==> config.mk <==
export PLATFORM = sky130hd
export DESIGN_NAME = cmos_dvp_tx
export DESIGN_NICKNAME = d
export VERILOG_FILES = /design/src/rtl/cmos_dvp_pkg.sv /design/src/rtl/cmos_dvp_tx.sv
export SDC_FILE = /design/constraint.sdc
export NUM_CORES = 1
export LEC_CHECK = 0
export ABC_CLOCK_PERIOD_IN_PS = 2100
export BUFFER_PORTS_ARGS = -buffer_cell sky130_fd_sc_hd__clkbuf_2
export CAP_MARGIN = 20
export CORE_ASPECT_RATIO = 1.1
export CORE_MARGIN = 8
export CORE_UTILIZATION = 55
export DETAILED_ROUTE_END_ITERATION = 8
export GPL_TIMING_DRIVEN = 0
export PLACE_DENSITY = 0.75
export SLEW_MARGIN = 0
export SYNTH_ARGS = -nofsm -noshare
export SYNTH_HDL_FRONTEND = slang
export SYNTH_SLANG_ARGS = --single-unit
==> constraint.sdc <==
create_clock -name clk -period 2.1 [get_ports clk]
set_input_delay 0.105 -clock clk [delete_from_list [all_inputs] [get_ports clk]]
set_output_delay 0.105 -clock clk [all_outputs]
set_load 0.02 [all_outputs]
==> src/rtl/cmos_dvp_pkg.sv <==
// cmos_dvp_pkg
//   Shared definitions for the DVP camera-port transmitter and the capture-side
//   testbenches: the frame-timing state enum, RGB565 field widths and a helper
//   that sizes counters from the largest count they must hold.
package cmos_dvp_pkg;

  typedef enum logic [2:0] {
    ST_IDLE,
    ST_VSYNC,
    ST_VBACK,
    ST_LINE,
    ST_HBLANK,
    ST_VFRONT
  } dvp_state_e;

  localparam int RGB_R_W = 5;
  localparam int RGB_G_W = 6;
  localparam int RGB_B_W = 5;
  localparam int PIX_W   = RGB_R_W + RGB_G_W + RGB_B_W;
  localparam int BYTE_W  = 8;

  // Bits needed to count 0 .. numStates-1; never less than one bit so a
  // duration of 1 still yields a legal vector.
  function automatic int cnt_width(input int numStates);
    return (numStates > 1) ? $clog2(numStates) : 1;
  endfunction

  function automatic int max2(input int a, input int b);
    return (a > b) ? a : b;
  endfunction

endpackage

==> src/rtl/cmos_dvp_tx.sv <==
// cmos_dvp_tx
//   DVP camera-port transmitter. Serialises a 16-bit RGB565 pixel stream onto an
//   OV5640-style 8-bit parallel bus (vsync/href/data), high byte first. Every
//   bus output is registered, so it lags the internal timing state by one
//   cycle; pix_ready is the only combinational output.
//
//   Ports
//     clk          sole clock, receiver samples on the rising edge
//     rst_n        synchronous active-low reset
//     enable       frames are generated while high (checked only between frames)
//     pix_valid    a pixel is offered on pix_data
//     pix_data     RGB565 pixel {R[4:0],G[5:0],B[4:0]}
//     pix_ready    pixel is consumed this cycle if pix_valid is high
//     cam_vsync    frame sync, active high
//     cam_href     line valid, active high
//     cam_data     byte bus, zero whenever cam_href is low
//     frame_start  one-cycle pulse with the first cam_vsync high cycle
//     frame_done   one-cycle pulse on the last front-porch cycle
//     underflow    one-cycle pulse when a pixel was due but pix_valid was low
module cmos_dvp_tx
  import cmos_dvp_pkg::*;
#(
  parameter int H_PIXEL   = 512,
  parameter int V_PIXEL   = 768,
  parameter int VS_CYCLES = 1024,
  parameter int V_BACK    = 512,
  parameter int H_BLANK   = 64,
  parameter int V_FRONT   = 512
) (
  input  logic              clk,
  input  logic              rst_n,
  input  logic              enable,
  input  logic              pix_valid,
  input  logic [PIX_W-1:0]  pix_data,
  output logic              pix_ready,
  output logic              cam_vsync,
  output logic              cam_href,
  output logic [BYTE_W-1:0] cam_data,
  output logic              frame_start,
  output logic              frame_done,
  output logic              underflow
);

  localparam int LINE_CYCLES = 2 * H_PIXEL;
  localparam int MAX_DUR     = max2(max2(max2(VS_CYCLES, V_BACK), max2(LINE_CYCLES, H_BLANK)), V_FRONT);
  localparam int CNT_W       = cnt_width(MAX_DUR);
  localparam int LCNT_W      = cnt_width(V_PIXEL);

  localparam logic [CNT_W-1:0]  VS_LAST    = CNT_W'(VS_CYCLES - 1);
  localparam logic [CNT_W-1:0]  VB_LAST    = CNT_W'(V_BACK - 1);
  localparam logic [CNT_W-1:0]  LN_LAST    = CNT_W'(LINE_CYCLES - 1);
  localparam logic [CNT_W-1:0]  HB_LAST    = CNT_W'(H_BLANK - 1);
  localparam logic [CNT_W-1:0]  VF_LAST    = CNT_W'(V_FRONT - 1);
  localparam logic [LCNT_W-1:0] LINES_LAST = LCNT_W'(V_PIXEL - 1);

  dvp_state_e        state_q, state_d;
  logic [CNT_W-1:0]  cyc_q, cyc_d;
  logic [LCNT_W-1:0] line_q, line_d;
  logic              phase_q, phase_d;
  logic [BYTE_W-1:0] hold_q, hold_d;

  logic              vsync_q, vsync_d;
  logic              href_q, href_d;
  logic [BYTE_W-1:0] data_q, data_d;
  logic              fstart_q, fstart_d;
  logic              fdone_q, fdone_d;
  logic              uflow_q, uflow_d;

  // A pixel is taken on the high-byte phase of every line cycle pair; this
  // deliberately ignores pix_valid so the source sees a fixed cadence.
  assign pix_ready = (state_q == ST_LINE) && !phase_q;

  // Frame timing: each state lasts a fixed number of cycles counted by cyc_q,
  // which restarts from zero on every state change. enable is only looked at
  // in IDLE and at the very end of the front porch, so frames are never cut.
  always_comb begin
    state_d = state_q;
    line_d  = line_q;
    phase_d = 1'b0;
    hold_d  = hold_q;

    unique case (state_q)
      ST_IDLE: begin
        if (enable) state_d = ST_VSYNC;
      end
      ST_VSYNC: begin
        line_d = '0;
        if (cyc_q == VS_LAST) state_d = ST_VBACK;
      end
      ST_VBACK: begin
        if (cyc_q == VB_LAST) state_d = ST_LINE;
      end
      ST_LINE: begin
        phase_d = !phase_q;
        if (!phase_q) hold_d = pix_valid ? pix_data[BYTE_W-1:0] : '0;
        if (cyc_q == LN_LAST) state_d = ST_HBLANK;
      end
      ST_HBLANK: begin
        if (cyc_q == HB_LAST) begin
          if (line_q < LINES_LAST) begin
            line_d  = line_q + LCNT_W'(1);
            state_d = ST_LINE;
          end else begin
            state_d = ST_VFRONT;
          end
        end
      end
      ST_VFRONT: begin
        if (cyc_q == VF_LAST) state_d = enable ? ST_VSYNC : ST_IDLE;
      end
      default: state_d = ST_IDLE;
    endcase

    if (state_q == ST_IDLE || state_d != state_q) begin
      cyc_d = '0;
    end else begin
      cyc_d = cyc_q + CNT_W'(1);
    end
  end

  // Bus outputs are a one-cycle-delayed image of the current timing state,
  // which keeps vsync, href and data mutually aligned at the pins.
  always_comb begin
    vsync_d  = (state_q == ST_VSYNC);
    href_d   = (state_q == ST_LINE);
    fstart_d = (state_q == ST_VSYNC) && (cyc_q == '0);
    fdone_d  = (state_q == ST_VFRONT) && (cyc_q == VF_LAST);
    uflow_d  = (state_q == ST_LINE) && !phase_q && !pix_valid;
    data_d   = '0;
    if (state_q == ST_LINE) begin
      if (phase_q) begin
        data_d = hold_q;
      end else if (pix_valid) begin
        data_d = pix_data[PIX_W-1:BYTE_W];
      end
    end
  end

  // Reset abandons any partial line or frame and forces every output low.
  always_ff @(posedge clk) begin
    if (!rst_n) begin
      state_q  <= ST_IDLE;
      cyc_q    <= '0;
      line_q   <= '0;
      phase_q  <= 1'b0;
      hold_q   <= '0;
      vsync_q  <= 1'b0;
      href_q   <= 1'b0;
      data_q   <= '0;
      fstart_q <= 1'b0;
      fdone_q  <= 1'b0;
      uflow_q  <= 1'b0;
    end else begin
      state_q  <= state_d;
      cyc_q    <= cyc_d;
      line_q   <= line_d;
      phase_q  <= phase_d;
      hold_q   <= hold_d;
      vsync_q  <= vsync_d;
      href_q   <= href_d;
      data_q   <= data_d;
      fstart_q <= fstart_d;
      fdone_q  <= fdone_d;
      uflow_q  <= uflow_d;
    end
  end

  assign cam_vsync   = vsync_q;
  assign cam_href    = href_q;
  assign cam_data    = data_q;
  assign frame_start = fstart_q;
  assign frame_done  = fdone_q;
  assign underflow   = uflow_q;

endmodule

==> flow_summary_export.csv, run 1 <==
group,metric,value,unit
yosys,synth-warning-count,0,
critical_path,stage_delay_of_the_slowest_cell_on_the_critical_path,0.38,ns
sta,unrepaired_setup_endpoints_after_global_routing,"false",
global_routing,grt.met2_usage,25.39,%
yosys,post_synth_num_cell_types,50,
sta,layout_min_cycle_time,1.939,ns
clock_network,cts-buffers-inserted,5,
routing,drt_pass1_iterations,4,
clock_network,numClockSinks,45,
pwr,internal_power,1125,uW
pwr,max-vdd-ir-drop,0.0003651,V
place,preCtsSetupSlack,0.1623,ns
sta,hold_viol,0,
global_routing,met3_track_usage_gr,3.611,%
routing,wl_per_cell,13.47,um
place,routabilityCongestion,0.8312,
sta,worst-slew-pin-transition,0.5273,ns
pwr,total_switching_power,336.1,uW
critical_path,start_kind,"register",
critical_path,worst-path-stages,6,
yosys,synthesis.area_per_instance,8.973,sq um
critical_path,r2r_cells,6,
global_routing,grt_util_met1,18.00,%
clock_network,ctsHtreeMaxLevel,2,
min_path,hp-class,"in -> reg",
sta,period_share,92.34,%
floorplanning,dieArea,6033,sq um
clock_network,cts.hold.buffers_added,0,
sta,fmaxAchievable,0.5157,GHz
layout,finish.net_count,296,
place,portBuffers,33,
critical_path,cp_num_buf_inv,0,
yosys,netlist_instances,233,
status,run_status,"finished, final reports clean",
yosys,synth-edff-count,0,
critical_path,endpoint_kind,"register",
floorplanning,chipHeight,80.67,um
global_routing,grt_remaining_overflow,0,
sta,worst_slew_margin_rel,64.77,%
floorplanning,starting_density,57.21,%
place,hpwl,3242,um
place,placedInstanceArea,2318,sq um
sta,final_worst_slack,0.1608,ns
routing,num_vias,1755,
sta,setup-violations-final,0,
critical_path,critical_path.reg2reg.startpoint,"cyc_q[0]",
clock_network,clk_transition_reported_paths,0.08,ns
critical_path,timing.rr.end,"cyc_q[9]",
routing,routed_wirelength,4365,um
yosys,yosysSeqAreaShare,43.09,%
yosys,synthesis.area,2091,sq um
critical_path,critical_path.top_delay_family,"simple AND/OR/NAND/NOR gates",
clock_network,root_buffer,"sky130_fd_sc_hd__clkbuf_8",
global_routing,grt_first_pass_wirelength,7389,um
clock_network,tritoncts,"yes",
layout,num_antenna_cells,0,
floorplanning,fp.coreArea,3655,sq um
global_routing,gr-usage-all-layers,15.18,%
pwr,power_frac_seq,59.0,%
critical_path,worst_setup_startpoint,"cyc_q[0]",
pwr,clock_network_power_share,35.2,%
layout,most-common-layout-cells,"45 x sky130_fd_sc_hd__dfxtp_1, 35 x sky130_fd_sc_hd__nor2_1, 33 x sky130_fd_sc_hd__clkbuf_2, 22 x sky130_fd_sc_hd__nand2_1, 17 x sky130_fd_sc_hd__nand3_1",
clock_network,clk-insertion-delay-late,0.29,ns
global_routing,busiest_layer,"met2",
layout,finalNonFillerCells,324,
yosys,yosys_most_used_dff,"sky130_fd_sc_hd__dfxtp_1",
run,cap_viol_max_count,0,
critical_path,cp_data_required_time,2.28,ns
critical_path,crit_end,"cyc_q[9]",
critical_path,crit_chain,"ha_1 > nand4_1 > nor3_1 > a211oi_1 > o22ai_2 > nor2_1",
place,post_placement_cell_count,316,
yosys,post_synth_net_total,256,
pwr,p_comb_share,5.8,%
critical_path,critical_path.max_fanout,7,
critical_path,crit_slowest_cell,"sky130_fd_sc_hd__dfxtp_1",
sta,hold_slack,0.04432,ns
global_routing,grt_max_degree,14,
yosys,asyncSetResetFlopFracSynth,0,%
clock_network,clk_path_buf_depth,2,
layout,final_cell_area,2407,sq um
sta,fin_setup_tns,0,ns
yosys,postSynthRegisterBits,45,
pwr,power_density,606.8,nW/um^2
pwr,leakage_power,0.0009290,uW
layout,mostFrequentLayoutCell,"sky130_fd_sc_hd__dfxtp_1",
pwr,swShare,23.01,%
layout,area_growth_syn_to_layout,15.14,%
routing,drtIter0Drc,119,
critical_path,path_class,"reg -> reg",
routing,drt.antenna.violating_nets,0,
critical_path,worst_ep_arrival_time,2.12,ns
floorplanning,io_pins,34,
sta,slew_viol_final,0,
min_path,timing.hold.worst_path_depth,3,
global_routing,grt_antenna_before_repair,0,
floorplanning,rows,23,
layout,drive_above_1_share,24.82,%
critical_path,timing.reg2reg.setup_slack,0.16,ns
sta,worst_clock_skew,0.004313,ns
routing,drc,0,
routing,via_per_inst,5.417,
floorplanning,fp.dieW,74.79,um
global_routing,grt_pass1_vias,1685,
-- area by class of cell --
class	count	area, sq um
plain buffers	11	72.57
multi-input cells	170	1097
flip-flops and latches	45	900.9
inverters	7	26.28
clock buffers	6	72.57
fillers	340	1247
repair buffers	33	165.2
clock inverters	2	10.01
well taps	50	62.56
-- Yosys cell counts, types with 4 or more instances --
cell	count	area, sq um
sky130_fd_sc_hd__dfxtp_1	45	900.9
sky130_fd_sc_hd__nor2b_1	4	25.02
sky130_fd_sc_hd__xor2_1	4	35.03
sky130_fd_sc_hd__inv_1	5	18.77
sky130_fd_sc_hd__xnor2_1	13	113.9
sky130_fd_sc_hd__nor2_1	35	131.4
sky130_fd_sc_hd__a21oi_1	13	65.06
sky130_fd_sc_hd__nand3_1	17	85.08
sky130_fd_sc_hd__and3_1	4	25.02
sky130_fd_sc_hd__clkbuf_1	4	15.01
sky130_fd_sc_hd__nor4_2	4	50.05
sky130_fd_sc_hd__nand2_1	22	82.58
sky130_fd_sc_hd__a22oi_1	7	52.55
-- registers in the layout, summed over array words and instances, names as in the netlist, 3 cells and up --
name,count
cyc_q,10
line_q,10
cam_data,8
hold_q,8
state_q,3
-- power groups by stage --
stage | Sequential [uW] | Combinational, uW | Clock (uW)
floorplan | 885 | 47.0 | 0
global placement | 882 | 84.1 | 0
detailed placement | 882 | 84.4 | 0
CTS | 862 | 85.1 | 523
global route | 863 | 95.7 | 566
finish | 862 | 84.7 | 514
-- per-layer routing --
layer  vias to the layer above  share of wire (%)
li1                        886                  -
met1                       814                 46
met2                        47                 46
met3                         8                6.8
met4                         0                1.4
met5                         -                  0
-- worst min-delay path by stage --
stage                            start     endpoint  slack [ns]
after floorplan                  rst_n   state_q[1]        0.21
after global placement    pix_data[11]  cam_data[3]        0.34
after detailed placement  pix_data[15]  cam_data[7]        0.35
after CTS                 pix_data[15]  cam_data[7]        0.04
after global routing      pix_data[12]  cam_data[4]        0.05
final                     pix_data[12]  cam_data[4]        0.04
-- through the flow --
stage	power, uW	utilization [%]
2_1_floorplan	931.8	-
3_3_place_gp	966.4	63.44
3_5_place_dp	966.8	63.44
4_1_cts	1470	65.70
5_1_grt	1525	65.87
6_report	1461	65.87
-- tightest hold or removal path, delay by kind of cell --
family	cells	cell delay, ns
AO/OA/AOI/OAI	1	0.05
buffers and inverters	1	0.08
AND/OR/NAND/NOR	1	0.07
-- what timing repair did --
action / in CTS / in global routing
endpoints found under the hold margin: 0 / 0
gates resized for setup: 0 / 1
setup buffers: 0 / 0
setup endpoints to repair: 0 / 6
-- kinds of logic (layout without fill, tap and decap cells) --
kind of cell / Yosys count / in the layout / share of synthesized area [%]
multiplexers: 1 / 1 / 0.7179
XOR/XNOR: 17 / 17 / 7.121
adder cells (fa/ha/maj): 3 / 3 / 1.796
buffers and inverters: 18 / 59 / 4.727
flip-flops: 45 / 45 / 43.09
AO/OA/AOI/OAI: 35 / 35 / 11.43
AND/OR/NAND/NOR: 114 / 114 / 31.12
(Power assumes the default switching activity.)
==> run 2: changes to the inputs <==
--- a/config.mk
+++ b/config.mk
@@ -8,12 +8,14 @@
 export ABC_CLOCK_PERIOD_IN_PS = 2100
 export BUFFER_PORTS_ARGS = -buffer_cell sky130_fd_sc_hd__clkbuf_2
 export CAP_MARGIN = 20
+export CELL_PAD_IN_SITES_DETAIL_PLACEMENT = 2
+export CELL_PAD_IN_SITES_GLOBAL_PLACEMENT = 2
 export CORE_ASPECT_RATIO = 1.1
 export CORE_MARGIN = 8
-export CORE_UTILIZATION = 55
+export CORE_UTILIZATION = 34
 export DETAILED_ROUTE_END_ITERATION = 8
 export GPL_TIMING_DRIVEN = 0
-export PLACE_DENSITY = 0.75
+export PLACE_DENSITY = 0.76
 export SLEW_MARGIN = 0
 export SYNTH_ARGS = -nofsm -noshare
 export SYNTH_HDL_FRONTEND = slang
==> flow_summary_export.csv, run 2 (synthesis results as in run 1) <==
group,metric,value,unit
critical_path,worst_ep_arrival_time,2.11,ns
layout,reg_top3,"cyc_q: 10 flops, line_q: 10 flops",
min_path,timing.hold.worst_path_depth,3,
pwr,total_switching_power,352.2,uW
global_routing,grt_max_degree,13,
sta,worst-slew-pin-transition,0.5247,ns
layout,most-common-layout-cells,"45 x sky130_fd_sc_hd__dfxtp_1, 35 x sky130_fd_sc_hd__nor2_1, 33 x sky130_fd_sc_hd__clkbuf_2, 22 x sky130_fd_sc_hd__nand2_1, 17 x sky130_fd_sc_hd__nand3_1",
floorplanning,dieArea,8918,sq um
floorplanning,rows,30,
clock_network,root_buffer,"sky130_fd_sc_hd__clkbuf_8",
sta,setup-violations-final,0,
floorplanning,fp.coreArea,6043,sq um
sta,slew_viol_final,0,
place,routabilityCongestion,0.7620,
critical_path,crit_chain,"ha_1 > nand4_1 > nor3_1 > a211oi_1 > o22ai_2 > buf_4 > nor2_1",
clock_network,cts-buffers-inserted,5,
critical_path,crit_slowest_cell,"sky130_fd_sc_hd__dfxtp_1",
place,hpwl,4239,um
pwr,swShare,23.68,%
global_routing,grt_antenna_before_repair,0,
sta,fmaxAchievable,0.5229,GHz
run,cap_viol_max_count,0,
critical_path,critical_path.max_fanout,6,
global_routing,grt_first_pass_wirelength,9308,um
clock_network,ctsHtreeMaxLevel,2,
sta,period_share,91.07,%
sta,unrepaired_setup_endpoints_after_global_routing,"false",
sta,fin_setup_tns,0,ns
routing,num_vias,1785,
sta,worst_slew_margin_rel,64.95,%
global_routing,grt_remaining_overflow,0,
pwr,design_power_total,1487,uW
routing,routed_wirelength,5674,um
critical_path,cp_data_required_time,2.30,ns
clock_network,tritoncts,"yes",
pwr,leakage_power,0.0009328,uW
routing,drtIter0Drc,62,
clock_network,clk_path_buf_depth,2,
pwr,power_frac_seq,58.0,%
layout,multiInputGateArea,1100,sq um
layout,final.fill_count,707,
layout,drive_above_1_share,25.00,%
floorplanning,fp.dieW,90.77,um
global_routing,grt_pass1_vias,1847,
min_path,hp-class,"in -> reg",
routing,drt.antenna.violating_nets,0,
pwr,max-vdd-ir-drop,0.0002114,V
clock_network,clk-insertion-delay-late,0.30,ns
layout,mostFrequentLayoutCell,"sky130_fd_sc_hd__dfxtp_1",
critical_path,start_kind,"register",
layout,num_antenna_cells,0,
floorplanning,starting_density,34.60,%
floorplanning,chipHeight,98.25,um
pwr,internal_power,1135,uW
layout,area_growth_syn_to_layout,17.65,%
place,portBuffers,33,
routing,drc,0,
sta,hold_viol,0,
layout,finish.net_count,298,
clock_network,numClockSinks,45,
critical_path,r2r_cells,7,
global_routing,gr-usage-all-layers,12.90,%
routing,drt_pass1_iterations,4,
pwr,clock_network_power_share,35.7,%
routing,wl_per_cell,15.94,um
clock_network,clk_transition_reported_paths,0.09,ns
sta,worst_clock_skew,0.007513,ns
pwr,p_comb_share,6.3,%
critical_path,path_class,"reg -> reg",
routing,via_per_inst,5.014,
layout,ff_latch_area,900.9,sq um
floorplanning,io_pins,34,
critical_path,stage_delay_of_the_slowest_cell_on_the_critical_path,0.37,ns
status,run_status,"finished, final reports clean",
pwr,power_density,604.5,nW/um^2
sta,layout_min_cycle_time,1.913,ns
critical_path,endpoint_kind,"register",
-- run 2: cell count changes in the layout (fill, tap and decap cells not counted), sizes merged --
cell	delta
buf	+2
clkbuf	+2
clkinv	-2
-- run 2: stage by stage --
step	utilization, %	setup slack [ns]	hold WS, ns	area (sq um)	instances
finish	40.70	0.1875	0.04286	2460	356
floorplan	-	0.4674	0.2135	2091	233
global route	40.70	0.03935	0.04658	2460	356
global placement	38.99	0.009708	0.3408	2356	346
detailed placement	38.99	0.02220	0.3537	2356	346
CTS	40.41	0.04530	0.03165	2442	354
-- run 2: path summary, 6_finish.rpt --
kind | startpoint | to | slack [ns]
hold / removal | pix_data[11] | cam_data[3] | 0.04
hold reg to reg | hold_q[1] | hold_q[1] | 0.46
setup / recovery | cyc_q[0] | cyc_q[7] | 0.19
setup reg to reg | cyc_q[0] | cyc_q[7] | 0.19
-- run 2: what timing repair did --
item | 4_1_cts | 5_1_grt
gates cloned | 0 | 0
hold buffers | 0 | 0
buffers inserted | 0 | 2
setup endpoints to repair | 2 | 8
pin swaps | 0 | 1
resized for setup | 1 | 1
-- run 2: area by class of cell --
type                            count  area share [%]
Clock buffer                        8           3.255
Multi-Input combinational cell    170           44.71
Inverter                            7           1.068
Timing Repair Buffer               35           7.325
Buffer                             11           2.950
Tap cell                           80           4.069
Sequential cell                    45           36.62
-- run 2: power by group through the flow --
stage | Combinational (uW) | Clock [uW] | Sequential (uW)
floorplan | 47.0 | 0 | 885
global placement | 88.3 | 0 | 883
detailed placement | 90.8 | 0 | 883
CTS | 91.4 | 557 | 863
global route | 105 | 587 | 864
finish | 93.4 | 531 | 862
-- run 2: per-layer routing --
layer	share of wire [%]	vias up	global-route usage (%)	wire length, um
met5	0	-	0	0
met4	1.7	0	6.053	99
met3	4.1	7	3.223	232
met2	49	36	22.40	2779
met1	45	854	14.42	2563
li1	-	888	-	-
-- run 2: critical path, delay by kind of cell (launching register included) --
| kind | cells | cell delay, ns |
|---|---|---|
| AO/OA/AOI/OAI | 2 | 0.30 |
| flip-flops | 1 | 0.37 |
| adder cells (fa/ha/maj) | 1 | 0.36 |
| AND/OR/NAND/NOR | 3 | 0.60 |
| buffers and inverters | 1 | 0.16 |
==> run 3: changes to the inputs <==
--- a/config.mk
+++ b/config.mk
@@ -5,17 +5,17 @@
 export SDC_FILE = /design/constraint.sdc
 export NUM_CORES = 1
 export LEC_CHECK = 0
-export ABC_CLOCK_PERIOD_IN_PS = 2100
+export ABC_CLOCK_PERIOD_IN_PS = 2300
 export BUFFER_PORTS_ARGS = -buffer_cell sky130_fd_sc_hd__clkbuf_2
 export CAP_MARGIN = 20
 export CELL_PAD_IN_SITES_DETAIL_PLACEMENT = 2
 export CELL_PAD_IN_SITES_GLOBAL_PLACEMENT = 2
 export CORE_ASPECT_RATIO = 1.1
 export CORE_MARGIN = 8
-export CORE_UTILIZATION = 34
+export CORE_UTILIZATION = 36
 export DETAILED_ROUTE_END_ITERATION = 8
 export GPL_TIMING_DRIVEN = 0
-export PLACE_DENSITY = 0.76
+export PLACE_DENSITY = 0.8
 export SLEW_MARGIN = 0
 export SYNTH_ARGS = -nofsm -noshare
 export SYNTH_HDL_FRONTEND = slang
==> constraint.sdc (replaced) <==
create_clock -name clk -period 2.3 [get_ports clk]
set_input_delay 0.115 -clock clk [delete_from_list [all_inputs] [get_ports clk]]
set_output_delay 0.115 -clock clk [all_outputs]
set_load 0.02 [all_outputs]
==> flow_summary_export.csv, run 3 (synthesis results as in run 1) <==
group,metric,value,unit
layout,reg_top3,"cyc_q: 10 flops, line_q: 10 flops",
run,cap_viol_max_count,0,
sta,setup-violations-final,0,
clock_network,numClockSinks,45,
routing,via_per_inst,5.194,
layout,most-common-layout-cells,"45 x sky130_fd_sc_hd__dfxtp_1, 35 x sky130_fd_sc_hd__nor2_1, 33 x sky130_fd_sc_hd__clkbuf_2, 22 x sky130_fd_sc_hd__nand2_1, 17 x sky130_fd_sc_hd__nand3_1",
clock_network,cts.hold.buffers_added,0,
clock_network,post_cts.resized_instances,0,
pwr,max-vdd-ir-drop,0.0002543,V
place,routabilityCongestion,0.7234,
clock_network,clk_transition_reported_paths,0.08,ns
clock_network,cts-buffers-inserted,5,
critical_path,worst_ep_arrival_time,2.31,ns
floorplanning,chipHeight,95.93,um
critical_path,critical_path.top_delay_family,"simple AND/OR/NAND/NOR gates",
critical_path,start_kind,"register",
sta,hold_viol,0,
sta,worst-slew-pin-transition,0.5729,ns
floorplanning,starting_density,36.70,%
floorplanning,dieArea,8505,sq um
floorplanning,rows,29,
global_routing,grt_antenna_before_repair,0,
place,hpwl,4210,um
place,portBuffers,33,
routing,drc,0,
sta,worst_clock_skew,0.005176,ns
global_routing,grt_max_degree,15,
sta,layout_min_cycle_time,2.136,ns
floorplanning,fp.coreArea,5697,sq um
critical_path,stage_delay_of_the_slowest_cell_on_the_critical_path,0.54,ns
clock_network,clk_path_buf_depth,2,
sta,fmaxAchievable,0.4681,GHz
pwr,leakage_power,0.0009414,uW
clock_network,tritoncts,"yes",
critical_path,endpoint_kind,"register",
critical_path,critical_path.max_fanout,7,
clock_network,ctsHtreeMaxLevel,2,
global_routing,grt_first_pass_wirelength,9266,um
clock_network,cts_setup_buffers,0,
global_routing,gr-usage-all-layers,13.98,%
critical_path,path_class,"reg -> reg",
sta,slew_viol_final,0,
sta,unrepaired_setup_endpoints_after_global_routing,"false",
layout,finish.net_count,296,
global_routing,grt_remaining_overflow,0,
routing,drtIter0Drc,45,
sta,fin_setup_tns,0,ns
layout,num_antenna_cells,0,
routing,drt_pass1_iterations,4,
critical_path,cp_num_buf_inv,0,
layout,drive_above_1_share,24.82,%
critical_path,crit_chain,"ha_1 > nand2_1 > nor4bb_1 > a211oi_1 > o22ai_2 > nor2_1",
pwr,design_power_total,1487,uW
routing,routed_wirelength,5553,um
clock_network,clk-insertion-delay-late,0.29,ns
min_path,hp-class,"in -> reg",
floorplanning,io_pins,34,
status,run_status,"finished, final reports clean",
routing,drt.antenna.violating_nets,0,
pwr,power_density,601.6,nW/um^2
layout,area_growth_syn_to_layout,18.25,%
routing,wl_per_cell,15.82,um
clock_network,root_buffer,"sky130_fd_sc_hd__clkbuf_8",
floorplanning,fp.dieW,88.66,um
sta,worst_slew_margin_rel,61.28,%
layout,mostFrequentLayoutCell,"sky130_fd_sc_hd__dfxtp_1",
global_routing,grt_pass1_vias,1936,
routing,num_vias,1823,
sta,period_share,92.89,%
critical_path,cp_data_required_time,2.47,ns
critical_path,crit_slowest_cell,"sky130_fd_sc_hd__nor4bb_1",
run 3: cell count changes in the layout (fill, tap and decap cells not counted), sizes merged:
cell and change:
buf -2, clkbuf -2, bufinv +1, clkinvlp +1
run 3: final timing paths:
kind,startpoint,endpoint,slack [ns],cells after the start
max,cyc_q[0],cyc_q[5],0.16,6
min,pix_data[11],cam_data[3],0.05,3
max reg2reg,cyc_q[0],cyc_q[5],0.16,6
min reg2reg,hold_q[4],hold_q[4],0.46,2
run 3: layer usage:
metal | track usage [%] | up-vias | wire length [um]
met3 | 2.733 | 5 | 281
li1 | - | 888 | -
met4 | 5.501 | 0 | 55
met5 | 0 | - | 0
met1 | 14.93 | 898 | 2310
met2 | 26.10 | 32 | 2906
run 3: stage by stage:
stage | util, % | setup WS [ns] | cell area (sq um) | instances | hold WS (ns)
finish | 43.40 | 0.1636 | 2472 | 351 | 0.05188
global route | 43.40 | 0.03220 | 2472 | 351 | 0.07023
CTS | 43.40 | 0.1439 | 2472 | 351 | 0.04870
detailed placement | 41.29 | 0.2001 | 2352 | 343 | 0.3674
global placement | 41.29 | 0.2519 | 2352 | 343 | 0.3564
floorplan | - | 0.6674 | 2091 | 233 | 0.2235
run 3: cell type report:
cell class / count / area (sq um)
Tap cell: 77 / 96.34
Multi-Input combinational cell: 170 / 1091
Buffer: 11 / 72.57
Timing Repair Buffer: 33 / 165.2
Fill cell: 672 / 3224
Sequential cell: 45 / 900.9
Clock buffer: 6 / 82.58
Clock inverter: 2 / 37.54
Inverter: 7 / 26.28
run 3: power by group:
group          total [uW]  switching [uW]  internal (uW)
logic                80.5            48.2           32.3
clock network         619             266            353
registers             787            3.58            784
total                1490             318           1170
run 3: worst min-delay path, stage by stage:
cell                       delay (ns)
sky130_fd_sc_hd__clkbuf_2        0.08
sky130_fd_sc_hd__a22oi_1         0.05
sky130_fd_sc_hd__nor2_1          0.08
